### src/rtl/audio_pkg.sv
// Shared I2S framing constants and saturation limits for the PSG audio output stage.
package audio_pkg;

    localparam int I2S_SLOT_BITS   = 32;
    localparam int I2S_FRAME_BCLKS = 64;

    function automatic logic signed [63:0] sat_max(input int bits);
        return (64'sd1 <<< (bits - 1)) - 64'sd1;
    endfunction

    function automatic logic signed [63:0] sat_min(input int bits);
        return -(64'sd1 <<< (bits - 1));
    endfunction

endpackage

### src/rtl/audio_sat.sv
// Combinational sample conditioning: arithmetic shift, saturate to the DAC word range, mute.
module audio_sat
    import audio_pkg::*;
#(
    parameter int IN_WIDTH    = 23,
    parameter int SHIFT       = 7,
    parameter int SAMPLE_BITS = 16
)
(
    input  logic signed [IN_WIDTH-1:0]    i_sample,
    input  logic                          i_mute,
    output logic        [SAMPLE_BITS-1:0] o_word
);

    localparam logic signed [63:0] MAX_V = sat_max(SAMPLE_BITS);
    localparam logic signed [63:0] MIN_V = sat_min(SAMPLE_BITS);

    logic signed [63:0] w_wide;
    logic signed [63:0] w_shifted;

    // Widen first so the limit compare works for any IN_WIDTH/SAMPLE_BITS pairing.
    assign w_wide    = {{(64 - IN_WIDTH){i_sample[IN_WIDTH-1]}}, i_sample};
    assign w_shifted = w_wide >>> SHIFT;

    always_comb begin
        o_word = '0;
        if (i_mute) begin
            o_word = '0;
        end else if (w_shifted > MAX_V) begin
            o_word = MAX_V[SAMPLE_BITS-1:0];
        end else if (w_shifted < MIN_V) begin
            o_word = MIN_V[SAMPLE_BITS-1:0];
        end else begin
            o_word = w_shifted[SAMPLE_BITS-1:0];
        end
    end

endmodule

### src/rtl/audio_i2s_out.sv
// I2S master for the PSG audio path: bclk divider, 64-bclk frame counter, per-frame
// sample latch with next_sample strobe, and MSB-first left-justified serialisation.
module audio_i2s_out
    import audio_pkg::*;
#(
    parameter int BCLK_DIV    = 4,
    parameter int IN_WIDTH    = 23,
    parameter int SHIFT       = 7,
    parameter int SAMPLE_BITS = 16
)
(
    input  logic                       clk,
    input  logic                       rst,
    input  logic signed [IN_WIDTH-1:0] left_in,
    input  logic signed [IN_WIDTH-1:0] right_in,
    input  logic                       mute,
    output logic                       next_sample,
    output logic                       i2s_bclk,
    output logic                       i2s_lrck,
    output logic                       i2s_data
);

    localparam int               DIV_W    = (BCLK_DIV > 1) ? $clog2(BCLK_DIV) : 1;
    localparam logic [DIV_W-1:0] DIV_LAST = DIV_W'(BCLK_DIV - 1);
    localparam logic [DIV_W-1:0] DIV_ONE  = DIV_W'(1);
    localparam int               PAD      = I2S_SLOT_BITS - SAMPLE_BITS;

    logic [DIV_W-1:0]         r_div_cnt;
    logic [5:0]               r_bit_cnt;
    logic [SAMPLE_BITS-1:0]   r_left_word;
    logic [SAMPLE_BITS-1:0]   r_right_word;

    logic [SAMPLE_BITS-1:0]   w_left_word;
    logic [SAMPLE_BITS-1:0]   w_right_word;
    logic                     w_tc;
    logic                     w_fall;
    logic [5:0]               w_bit_nxt;
    logic                     w_lrck_nxt;
    logic [I2S_SLOT_BITS-1:0] w_left_slot;
    logic [I2S_SLOT_BITS-1:0] w_right_slot;
    logic [4:0]               w_slot_pos;
    logic                     w_data_nxt;

    audio_sat #(.IN_WIDTH(IN_WIDTH), .SHIFT(SHIFT), .SAMPLE_BITS(SAMPLE_BITS)) u_sat_left (
        .i_sample (left_in),
        .i_mute   (mute),
        .o_word   (w_left_word)
    );

    audio_sat #(.IN_WIDTH(IN_WIDTH), .SHIFT(SHIFT), .SAMPLE_BITS(SAMPLE_BITS)) u_sat_right (
        .i_sample (right_in),
        .i_mute   (mute),
        .o_word   (w_right_word)
    );

    assign w_tc      = (r_div_cnt == DIV_LAST);
    assign w_fall    = w_tc && i2s_bclk;
    assign w_bit_nxt = r_bit_cnt + 6'd1;

    // lrck follows (new_count + 1), i.e. current count + 2, one slot-bit ahead of the data.
    assign w_lrck_nxt = (6'(r_bit_cnt + 6'd2) >= 6'd32);

    // The bit being emitted is slot position new_count - 1, which is the current count;
    // slots are left-justified so positions past the word read the zero padding.
    assign w_left_slot  = 32'(r_left_word) << PAD;
    assign w_right_slot = 32'(r_right_word) << PAD;
    assign w_slot_pos   = ~r_bit_cnt[4:0];
    assign w_data_nxt   = r_bit_cnt[5] ? w_right_slot[w_slot_pos] : w_left_slot[w_slot_pos];

    always_ff @(posedge clk or posedge rst) begin
        if (rst) begin
            r_div_cnt    <= '0;
            r_bit_cnt    <= 6'd63;
            r_left_word  <= '0;
            r_right_word <= '0;
            next_sample  <= 1'b0;
            i2s_bclk     <= 1'b0;
            i2s_lrck     <= 1'b0;
            i2s_data     <= 1'b0;
        end else begin
            next_sample <= 1'b0;
            if (w_tc) begin
                r_div_cnt <= '0;
                i2s_bclk  <= ~i2s_bclk;
            end else begin
                r_div_cnt <= r_div_cnt + DIV_ONE;
            end
            if (w_fall) begin
                r_bit_cnt <= w_bit_nxt;
                i2s_lrck  <= w_lrck_nxt;
                i2s_data  <= w_data_nxt;
                if (w_bit_nxt == 6'd0) begin
                    r_left_word  <= w_left_word;
                    r_right_word <= w_right_word;
                    next_sample  <= 1'b1;
                end
            end
        end
    end

endmodule
### config.mk
export PLATFORM = sky130hd
export DESIGN_NAME = audio_i2s_out
export DESIGN_NICKNAME = d
export VERILOG_FILES = /design/src/rtl/audio_pkg.sv /design/src/rtl/audio_sat.sv /design/src/rtl/audio_i2s_out.sv
export SDC_FILE = /design/constraint.sdc
export NUM_CORES = 1
export LEC_CHECK = 0
export ABC_CLOCK_PERIOD_IN_PS = 3810
export CAP_MARGIN = 25
export CORE_MARGIN = 5
export CORE_UTILIZATION = 49
export DETAILED_ROUTE_END_ITERATION = 12
export PLACE_DENSITY = 0.78
export SLEW_MARGIN = 20
export SYNTH_ARGS = -nofsm -noshare
export SYNTH_HDL_FRONTEND = slang
export SYNTH_SLANG_ARGS = --single-unit
### constraint.sdc
create_clock -name clk -period 3.81 [get_ports clk]
set_clock_uncertainty 0.15 [all_clocks]
set_input_delay 0.5715 -clock clk [delete_from_list [all_inputs] [get_ports clk]]
set_output_delay 0.5715 -clock clk [all_outputs]
set_load 0.02 [all_outputs]
==> out/results.tsv, run 1 <==
metric	value	unit
status	complete, no violations	
nets	267	
CTS resizes	0	
final hold violation count	0	
Clock Latency Late Sink	280	ps
hold buffer count at CTS	0	
# IOs	53	
setup TNS	0	ps
critical path cell sequence	ha_1 > nand3_1 > xnor2_1 > a2111oi_4 > buf_4 > mux2_2	
vias	1404	
worst path bufs/invs	1	
Port Buffer Count	38	
crit start category	flip-flop	
worst setup path class	flip-flop to flip-flop	
Avg Inst Size Synth	13.5	um^2
Num Clock Sinks	44	
Top Family by Delay on Critical Path	flip-flops	
area leader, netlist	dfrtp_1	
min Tclk post-route	2870	ps
Syn Inst Count	179	
placed insts	275	
global-route wire length before repair	6700	um
CTS buffer count	5	
Vias per Instance	4.96	
DIE WIDTH	80.2	um
# setup viols final	0	
number of synthesized register bits	44	
number of global-route vias before repair	1402	
detailed placement HPWL	2890	um
filler instances	394	
largest net degree at the start of global routing	33	
most common cell after layout, fill and taps aside	dfrtp_1	
max-cap violation count	0	
flop2flop setup slack	940	ps
setup ws final	937	ps
initial core utilization	0.508	
Hold Path Origin	r_div_cnt[0]	
clk buf depth	2	
maximum clock rate	0.348	GHz
Worst R2R Path Depth	6	
Seq/Total Area, Yosys	0.459	
1st-pass router iterations	4	
full die area	6440	um^2
RSZ-0062 raised after global routing	false	
Final Max Tran Viols	0	
ratio of total power to cell area	280	nW/um^2
layout cells sized above 1	0.292	
Hold Path Sink	r_div_cnt[0]	
gpl congestion	0.817	
Synth Net Count	231	
routed len/inst	13.9	um
FF-to-FF End	r_left_word[13]	
Synth area leaders	dfrtp_1 39%, mux2_4 18%, nor2b_1 8.8%, dfstp_2 6.5%, mux4_2 6.5%	
slowest CP cell	dfstp_2	
r2r startpoint	r_bit_cnt[0]	
Critical Path Max Stage Delay	850	ps
Layout area overhead	20.0	%
GRT Overall Usage	0.134	
row count	25	
Ys Warns	0	
Period Utilization, post-route	0.754	
crit path DAT	2900	ps
residual DRC count	0	
Core Footprint	4750	um^2
Hold Crit Class	flip-flop to flip-flop	
Routed WL	3940	um
worst hold path depth	1	
CTS tree	yes	
pre-CTS setup slack	909	ps
crit path max fanout	20	
total power	813	uW
Leakage	0.00126	uW
most frequent cells in the layout	38 x dfrtp_1, 37 x clkdlybuf4s50_1, 34 x nor2b_1, 29 x mux2_4	
root buffer cell	clkbuf_8	
Worst-Margin Slew	651	ps
DRT iter0 DRCs	74	
die height	80.2	um
Worst slew margin	0.563	
mapped cell area	2420	um^2
initial antenna violation count	0	
Peak VDD IR	0.161	mV
fin cells	283	
Hold Worst Slack	308	ps
post-CTS setup buffers	0	
Antenna Violating Nets Remaining	0	
gr ovfl total	0	
post-synth cell types	30	
Antenna Cells	0	
Synth top area share	0.393	
CP Data Required Time	3830	ps
CP endpoint kind	flip-flop	
Clk pin slew, worst setup/hold paths	80	ps
H-tree depth	2	
==> Yosys cell counts <==
| library cell | number |
|---|---|
| buf_4 | 1 |
| nand3_1 | 4 |
| mux4_2 | 7 |
| nand4_1 | 2 |
| clkbuf_1 | 5 |
| o2111ai_2 | 1 |
| nor2_1 | 7 |
| a22oi_1 | 1 |
| mux2_4 | 29 |
| and3_1 | 1 |
| inv_1 | 2 |
| and2_1 | 1 |
| and4_1 | 1 |
| buf_6 | 5 |
| dfstp_2 | 6 |
| nor2b_1 | 34 |
| dfrtp_1 | 38 |
| a211oi_1 | 2 |
| mux2_2 | 6 |
| buf_2 | 1 |
| a2111oi_4 | 1 |
| ha_1 | 3 |
| xor2_1 | 2 |
| nand2_1 | 7 |
| xnor2_1 | 7 |
| mux2i_1 | 1 |
| or2_2 | 1 |
| a21boi_0 | 1 |
| xnor2_2 | 1 |
| nand4_2 | 1 |
==> worst max path at each step <==
stage	from	to	slack [ps]	cells after the start
2_1_floorplan	r_bit_cnt[1]	r_left_word[0]	1490	6
3_3_place_gp	r_bit_cnt[0]	r_left_word[12]	940	6
3_5_place_dp	r_bit_cnt[0]	r_left_word[13]	910	6
4_1_cts	r_bit_cnt[0]	r_left_word[13]	900	6
5_1_grt	r_bit_cnt[0]	r_left_word[13]	770	6
6_report	r_bit_cnt[0]	r_left_word[13]	940	6
==> routing by layer <==
| metal | up-vias | GRT usage | wire length (um) |
|---|---|---|---|
| li1 | 685 | - | - |
| met1 | 686 | 0.183 | 1770 |
| met2 | 27 | 0.219 | 1960 |
| met3 | 6 | 0.0247 | 159 |
| met4 | 0 | 0.0405 | 46 |
| met5 | - | 0 | 0 |
==> sequential cells by signal, indices dropped and copies added (netlist names) <==
| name | flops |
|---|---|
| i2s_data | 1 |
| i2s_bclk | 1 |
| i2s_lrck | 1 |
| r_right_word | 16 |
| r_div_cnt | 2 |
| r_bit_cnt | 6 |
| r_left_word | 16 |
| next_sample | 1 |
==> area by class of cell <==
| type | instances | area, um^2 | share of cell area |
|---|---|---|---|
| inverters | 2 | 7.51 | 0.00259 |
| repair buffers | 41 | 398 | 0.137 |
| well taps | 67 | 83.8 | 0.0289 |
| multi-input cells | 121 | 1210 | 0.418 |
| clock buffers | 8 | 90.1 | 0.0310 |
| flip-flops and latches | 44 | 1110 | 0.382 |
==> cell families after synthesis <==
kind of cell / after synthesis / share of synthesized area
buffers and inverters: 14 / 0.0393
and+or+nand+nor: 59 / 0.140
adders and majority gates: 3 / 0.0155
xor gates and xnor gates: 10 / 0.0393
muxes: 43 / 0.277
DFF: 44 / 0.459
AOI/OAI and AO/OA: 6 / 0.0300
==> metrics by stage <==
| step | util | cell area (um^2) |
|---|---|---|
| 2_1_floorplan | - | 2420 |
| 3_3_place_gp | 0.592 | 2820 |
| 3_5_place_dp | 0.592 | 2820 |
| 4_1_cts | 0.611 | 2910 |
| 5_1_grt | 0.610 | 2900 |
| 6_report | 0.610 | 2900 |
==> report_power, final <==
group | switching, uW | internal (uW) | total [uW]
clock network | 138 | 148 | 286
registers | 0 | 467 | 467
logic | 20.8 | 39.1 | 59.9
total | 159 | 654 | 813
Power figures use the tool's default switching activity.
==> inputs of run 2 (changes only) <==
--- a/config.mk
+++ b/config.mk
@@ -5,7 +5,7 @@
 export SDC_FILE = /design/constraint.sdc
 export NUM_CORES = 1
 export LEC_CHECK = 0
-export ABC_CLOCK_PERIOD_IN_PS = 3810
+export ABC_CLOCK_PERIOD_IN_PS = 2800
 export CAP_MARGIN = 25
 export CORE_MARGIN = 5
 export CORE_UTILIZATION = 49
==> constraint.sdc (replaced) <==
create_clock -name clk -period 2.8 [get_ports clk]
set_clock_uncertainty 0.15 [all_clocks]
set_input_delay 0.42 -clock clk [delete_from_list [all_inputs] [get_ports clk]]
set_output_delay 0.42 -clock clk [all_outputs]
set_load 0.02 [all_outputs]
==> out/results.tsv, run 2 (synthesized netlist as in run 1, its figures left out) <==
metric	value	unit	change
slowest CP cell	dfstp_2		unchanged
status	complete, no violations		unchanged
r2r startpoint	r_bit_cnt[1]		was r_bit_cnt[0]
number of global-route vias before repair	1474		was 1402
detailed placement HPWL	3140	um	was 2890 um
Top Family by Delay on Critical Path	flip-flops		unchanged
crit start category	flip-flop		unchanged
worst hold path depth	1		unchanged
critical path cell sequence	ha_1 > nand3_1 > xnor2_1 > a2111oi_4 > buf_4 > mux2_4		was ha_1 > nand3_1 > xnor2_1 > a2111oi_4 > buf_4 > mux2_2
Hold Path Sink	r_div_cnt[0]		unchanged
Hold Crit Class	flip-flop to flip-flop		unchanged
post-CTS setup buffers	0		unchanged
Critical Path Max Stage Delay	670	ps	was 850 ps
layout cells sized above 1	0.303		was 0.292
Layout area overhead	21.8	%	was 20.0%
Clock Latency Late Sink	290	ps	was 280 ps
Clk pin slew, worst setup/hold paths	80	ps	about the same
Final Max Tran Viols	0		unchanged
1st-pass router iterations	4		unchanged
Largest regs	r_left_word: 16 flops, r_right_word: 16 flops, r_bit_cnt: 6 flops		unchanged
ratio of total power to cell area	381	nW/um^2	was 280 nW/um^2
Antenna Cells	0		unchanged
CP Data Required Time	2830	ps	was 3830 ps
setup TNS	0	ps	unchanged
Hold Path Origin	r_div_cnt[0]		unchanged
worst setup path startpoint	r_bit_cnt[1]		was r_bit_cnt[0]
Antenna Violating Nets Remaining	0		unchanged
root buffer cell	clkbuf_8		unchanged
crit path max fanout	18		was 20
FF-to-FF End	r_right_word[2]		was r_left_word[13]
CTS resizes	0		unchanged
routed len/inst	14.4	um	was 13.9 um
Peak VDD IR	0.196	mV	was 0.161 mV
Worst-Margin Slew	729	ps	was 651 ps
RSZ-0062 raised after global routing	false		unchanged
initial core utilization	0.508		unchanged
Num Clock Sinks	44		unchanged
row count	25		unchanged
die height	80.2	um	unchanged
Leakage	0.00129	uW	was 0.00126 uW
placed inst area	2850	um^2	was 2820 um^2
max-cap violation count	0		unchanged
Vias per Instance	4.98		was 4.96
nets	272		was 267
gr ovfl total	0		unchanged
Worst slew margin	0.511		was 0.563
most frequent cells in the layout	38 x dfrtp_1, 38 x clkdlybuf4s50_1, 34 x nor2b_1, 29 x mux2_4, 8 x buf_4		was 38 x dfrtp_1, 37 x clkdlybuf4s50_1, 34 x nor2b_1, 29 x mux2_4
CTS buffer count	5		unchanged
full die area	6440	um^2	unchanged
global-route wire length before repair	7250	um	was 6700 um
largest net degree at the start of global routing	33		unchanged
residual DRC count	0		unchanged
gpl congestion	0.793		was 0.817
final hold violation count	0		unchanged
CTS tree	yes		unchanged
DIE WIDTH	80.2	um	unchanged
# IOs	53		unchanged
DRT iter0 DRCs	60		was 74
Routed WL	4150	um	was 3940 um
min Tclk post-route	2610	ps	was 2870 ps
Period Utilization, post-route	0.932		was 0.754
worst path bufs/invs	1		unchanged
initial antenna violation count	0		unchanged
filler instances	380		was 394
Port Buffer Count	38		unchanged
vias	1434		was 1404
final core utilization	0.619		was 0.610
flop2flop setup slack	190	ps	was 940 ps
pre-CTS setup slack	194	ps	was 909 ps
GRT Overall Usage	0.150		was 0.134
H-tree depth	2		unchanged
Final Cell Area	2940	um^2	was 2900 um^2
setup ws final	190	ps	was 937 ps
CP endpoint kind	flip-flop		unchanged
# setup viols final	0		unchanged
clk buf depth	2		unchanged
worst setup path class	flip-flop to flip-flop		unchanged
maximum clock rate	0.383	GHz	was 0.348 GHz
hold buffer count at CTS	0		unchanged
Worst R2R Path Depth	6		unchanged
Core Footprint	4750	um^2	unchanged
crit path DAT	2640	ps	was 2900 ps
Hold Worst Slack	293	ps	was 308 ps
## run 2: cell count changes in the layout (fill, tap and decap cells not counted), sizes merged
| cell | previous run | this run |
|---|---|---|
| buf | 4 | 8 |
| clkdlybuf4s50 | 37 | 38 |
## run 2: power breakdown
part / switching [uW] / internal (uW)
registers: 0 / 635
clock network: 200 / 201
logic: 29.0 / 55.7
total: 229 / 892
## run 2: worst max-delay path by stage
stage	endpoint	cells after the start	slack, ps
6_report	r_right_word[2]	6	190
5_1_grt	r_right_word[12]	6	60
4_1_cts	r_right_word[13]	6	170
3_5_place_dp	r_right_word[7]	6	190
3_3_place_gp	r_right_word[3]	6	210
2_1_floorplan	r_left_word[0]	6	480
## run 2: metrics by stage
stage	cells	total power (uW)
after floorplan	179	679
after global placement	280	733
after detailed placement	280	735
after CTS	288	1140
after global routing	288	1170
final	288	1120
## run 2: cell type report
| class | instances | area, um^2 | area share |
|---|---|---|---|
| Clock buffer | 8 | 90.1 | 0.0306 |
| Multi-Input combinational cell | 121 | 1210 | 0.412 |
| Inverter | 2 | 7.51 | 0.00255 |
| Timing Repair Buffer | 46 | 440 | 0.150 |
| Tap cell | 67 | 83.8 | 0.0285 |
| Sequential cell | 44 | 1110 | 0.377 |
## run 2: metal layers
layer,GRT usage,vias to the layer above,share of wire
met4,0.0760,0,0.018
met1,0.198,697,0.45
met5,0,-,0
li1,-,697,-
met3,0.0247,8,0.042
met2,0.237,32,0.49
==> inputs of run 3 (changes only) <==
--- a/config.mk
+++ b/config.mk
@@ -5,12 +5,12 @@
 export SDC_FILE = /design/constraint.sdc
 export NUM_CORES = 1
 export LEC_CHECK = 0
-export ABC_CLOCK_PERIOD_IN_PS = 2800
+export ABC_CLOCK_PERIOD_IN_PS = 2100
 export CAP_MARGIN = 25
 export CORE_MARGIN = 5
-export CORE_UTILIZATION = 49
+export CORE_UTILIZATION = 46
 export DETAILED_ROUTE_END_ITERATION = 12
-export PLACE_DENSITY = 0.78
+export PLACE_DENSITY = 0.77
 export SLEW_MARGIN = 20
 export SYNTH_ARGS = -nofsm -noshare
 export SYNTH_HDL_FRONTEND = slang
==> constraint.sdc (replaced) <==
create_clock -name clk -period 2.1 [get_ports clk]
set_clock_uncertainty 0.15 [all_clocks]
set_input_delay 0.315 -clock clk [delete_from_list [all_inputs] [get_ports clk]]
set_output_delay 0.315 -clock clk [all_outputs]
set_load 0.02 [all_outputs]
==> out/results.tsv, run 3 (synthesized netlist as in run 1, its figures left out) <==
metric	value	unit	change
Clk pin slew, worst setup/hold paths	80	ps	about the same
Port Buffer Count	38		unchanged
flop2flop setup slack	-180	ps	was 190 ps
hold buffer count at CTS	0		unchanged
Hold Crit Class	flip-flop to flip-flop		unchanged
clk buf depth	2		unchanged
Worst-Margin Slew	545	ps	was 729 ps
sequential cell area	1110	um^2	unchanged
Routed WL	4720	um	was 4150 um
nets	292		was 272
detailed placement HPWL	3420	um	was 3140 um
crit start category	flip-flop		unchanged
Worst slew margin	0.637		was 0.511
setup ws final	-175	ps	was 190 ps
min Tclk post-route	2280	ps	was 2610 ps
# IOs	53		unchanged
CTS tree	yes		unchanged
Top Family by Delay on Critical Path	flip-flops		unchanged
worst hold path depth	1		unchanged
DRT iter0 DRCs	110		was 60
Critical Path Max Stage Delay	620	ps	was 670 ps
root buffer cell	clkbuf_8		unchanged
Peak VDD IR	0.424	mV	was 0.196 mV
Vias per Instance	4.94		was 4.98
gpl congestion	0.859		was 0.793
GRT Overall Usage	0.152		was 0.150
residual DRC count	0		unchanged
Layout area overhead	34.9	%	was 21.8%
critical path cell sequence	ha_4 > nand3_4 > xnor2_2 > a2111oi_4 > buf_6 > clkbuf_16 > mux2_4		was ha_1 > nand3_1 > xnor2_1 > a2111oi_4 > buf_4 > mux2_4
worst setup path startpoint	r_bit_cnt[1]		unchanged
number of global-route vias before repair	1601		was 1474
Num Clock Sinks	44		unchanged
Antenna Violating Nets Remaining	0		unchanged
DIE WIDTH	82.5	um	was 80.2 um
# setup viols final	32		was 0
filler instances	386		was 380
worst setup path class	flip-flop to flip-flop		unchanged
CP Depth	7		was 6
status	finished with violations		was complete, no violations
Period Utilization, post-route	1.08		was 0.932
Core Footprint	5110	um^2	was 4750 um^2
RSZ-0062 raised after global routing	true		was false
setup TNS	-4740	ps	was 0 ps
full die area	6800	um^2	was 6440 um^2
vias	1535		was 1434
Largest regs	r_left_word: 16 flops, r_right_word: 16 flops, r_bit_cnt: 6 flops		unchanged
Antenna Cells	0		unchanged
Hold Path Origin	r_div_cnt[0]		unchanged
Multi-input gate area	1300	um^2	was 1210 um^2
Hold Path Sink	r_div_cnt[0]		unchanged
r2r startpoint	r_bit_cnt[1]		unchanged
1st-pass router iterations	4		unchanged
initial core utilization	0.473		was 0.508
layout cells sized above 1	0.390		was 0.303
slowest CP cell	dfstp_2		unchanged
Worst R2R Path Depth	7		was 6
worst path bufs/invs	2		was 1
crit path max fanout	6		was 18
Clock Latency Late Sink	290	ps	about the same
row count	26		was 25
crit path DAT	2310	ps	was 2640 ps
final hold violation count	0		unchanged
failing checks	negative setup slack		
most frequent cells in the layout	38 x dfrtp_1, 38 x clkdlybuf4s50_1, 34 x nor2b_1, 32 x mux2_4, 19 x buf_4		was 38 x dfrtp_1, 38 x clkdlybuf4s50_1, 34 x nor2b_1, 29 x mux2_4, 8 x buf_4
CP endpoint kind	flip-flop		unchanged
initial antenna violation count	0		unchanged
FF-to-FF End	r_right_word[13]		was r_right_word[2]
die height	82.5	um	was 80.2 um
ratio of total power to cell area	447	nW/um^2	was 381 nW/um^2
H-tree depth	2		unchanged
max-cap violation count	0		unchanged
Hold Worst Slack	284	ps	was 293 ps
CP Data Required Time	2130	ps	was 2830 ps
Leakage	0.00141	uW	was 0.00129 uW
CTS buffer count	5		unchanged
gr ovfl total	0		unchanged
routed len/inst	15.2	um	was 14.4 um
largest net degree at the start of global routing	45		was 33
maximum clock rate	0.440	GHz	was 0.383 GHz
global-route wire length before repair	7620	um	was 7250 um
Final Max Tran Viols	0		unchanged
==> run 3: cell count changes in the layout (fill, tap and decap cells not counted), moves of 2 or more <==
| cell | previous run | this run |
|---|---|---|
| mux2_4 | 29 | 32 |
| a211oi_1 | 2 | 0 |
| xnor2_2 | 1 | 3 |
| a211oi_2 | 0 | 2 |
| buf_8 | 0 | 2 |
| xnor2_1 | 7 | 5 |
| nand3_1 | 4 | 2 |
| buf_12 | 0 | 2 |
| mux2_2 | 6 | 3 |
| nand3_4 | 0 | 2 |
| buf_6 | 0 | 3 |
| buf_4 | 8 | 19 |
==> run 3: power by group <==
group          internal (uW)  leakage, uW  switching, uW
clock network            233    0.0000422            266
registers                847     0.000589              0
logic                   73.2     0.000778           39.3
==> run 3: per-stage QoR <==
step / cell area (um^2) / power (uW) / util / setup slack [ps] / cells
2_1_floorplan: 2470 / 905 / - / -171 / 179
3_3_place_gp: 3000 / 976 / 0.587 / -233 / 296
3_5_place_dp: 3000 / 978 / 0.587 / -281 / 296
4_1_cts: 3200 / 1480 / 0.626 / -170 / 308
5_1_grt: 3260 / 1520 / 0.638 / -271 / 311
6_report: 3260 / 1460 / 0.638 / -175 / 311
==> run 3: area by class of cell <==
type                       count  area share
inverter                       2     0.00230
clock inverter                 1     0.00153
sequential                    44       0.340
timing repair buffer          66       0.208
clock buffer                   7      0.0234
multi-input combinational    121       0.398
tap                           70      0.0269
==> run 3: what timing repair did <==
item | CTS | global route
buffers inserted | 3 | 2
cloned | 1 | 1
gates resized for setup | 17 | 5
pin swaps | 2 | 3
endpoints found under the setup margin | 33 | 33
==> run 3: worst max-delay path by stage <==
stage	end	slack [ps]
after floorplan	r_left_word[0]	-170
after global placement	r_right_word[7]	-230
after detailed placement	r_right_word[13]	-280
after CTS	r_right_word[11]	-170
after global routing	r_left_word[3]	-270
final	r_right_word[13]	-180
==> run 3: per-layer routing <==
layer,global-route usage,part of all wire,up-vias
met4,0.0637,0.015,0
met2,0.268,0.53,26
met3,0.0260,0.027,4
met1,0.184,0.43,769
li1,-,-,736
met5,0,0,-
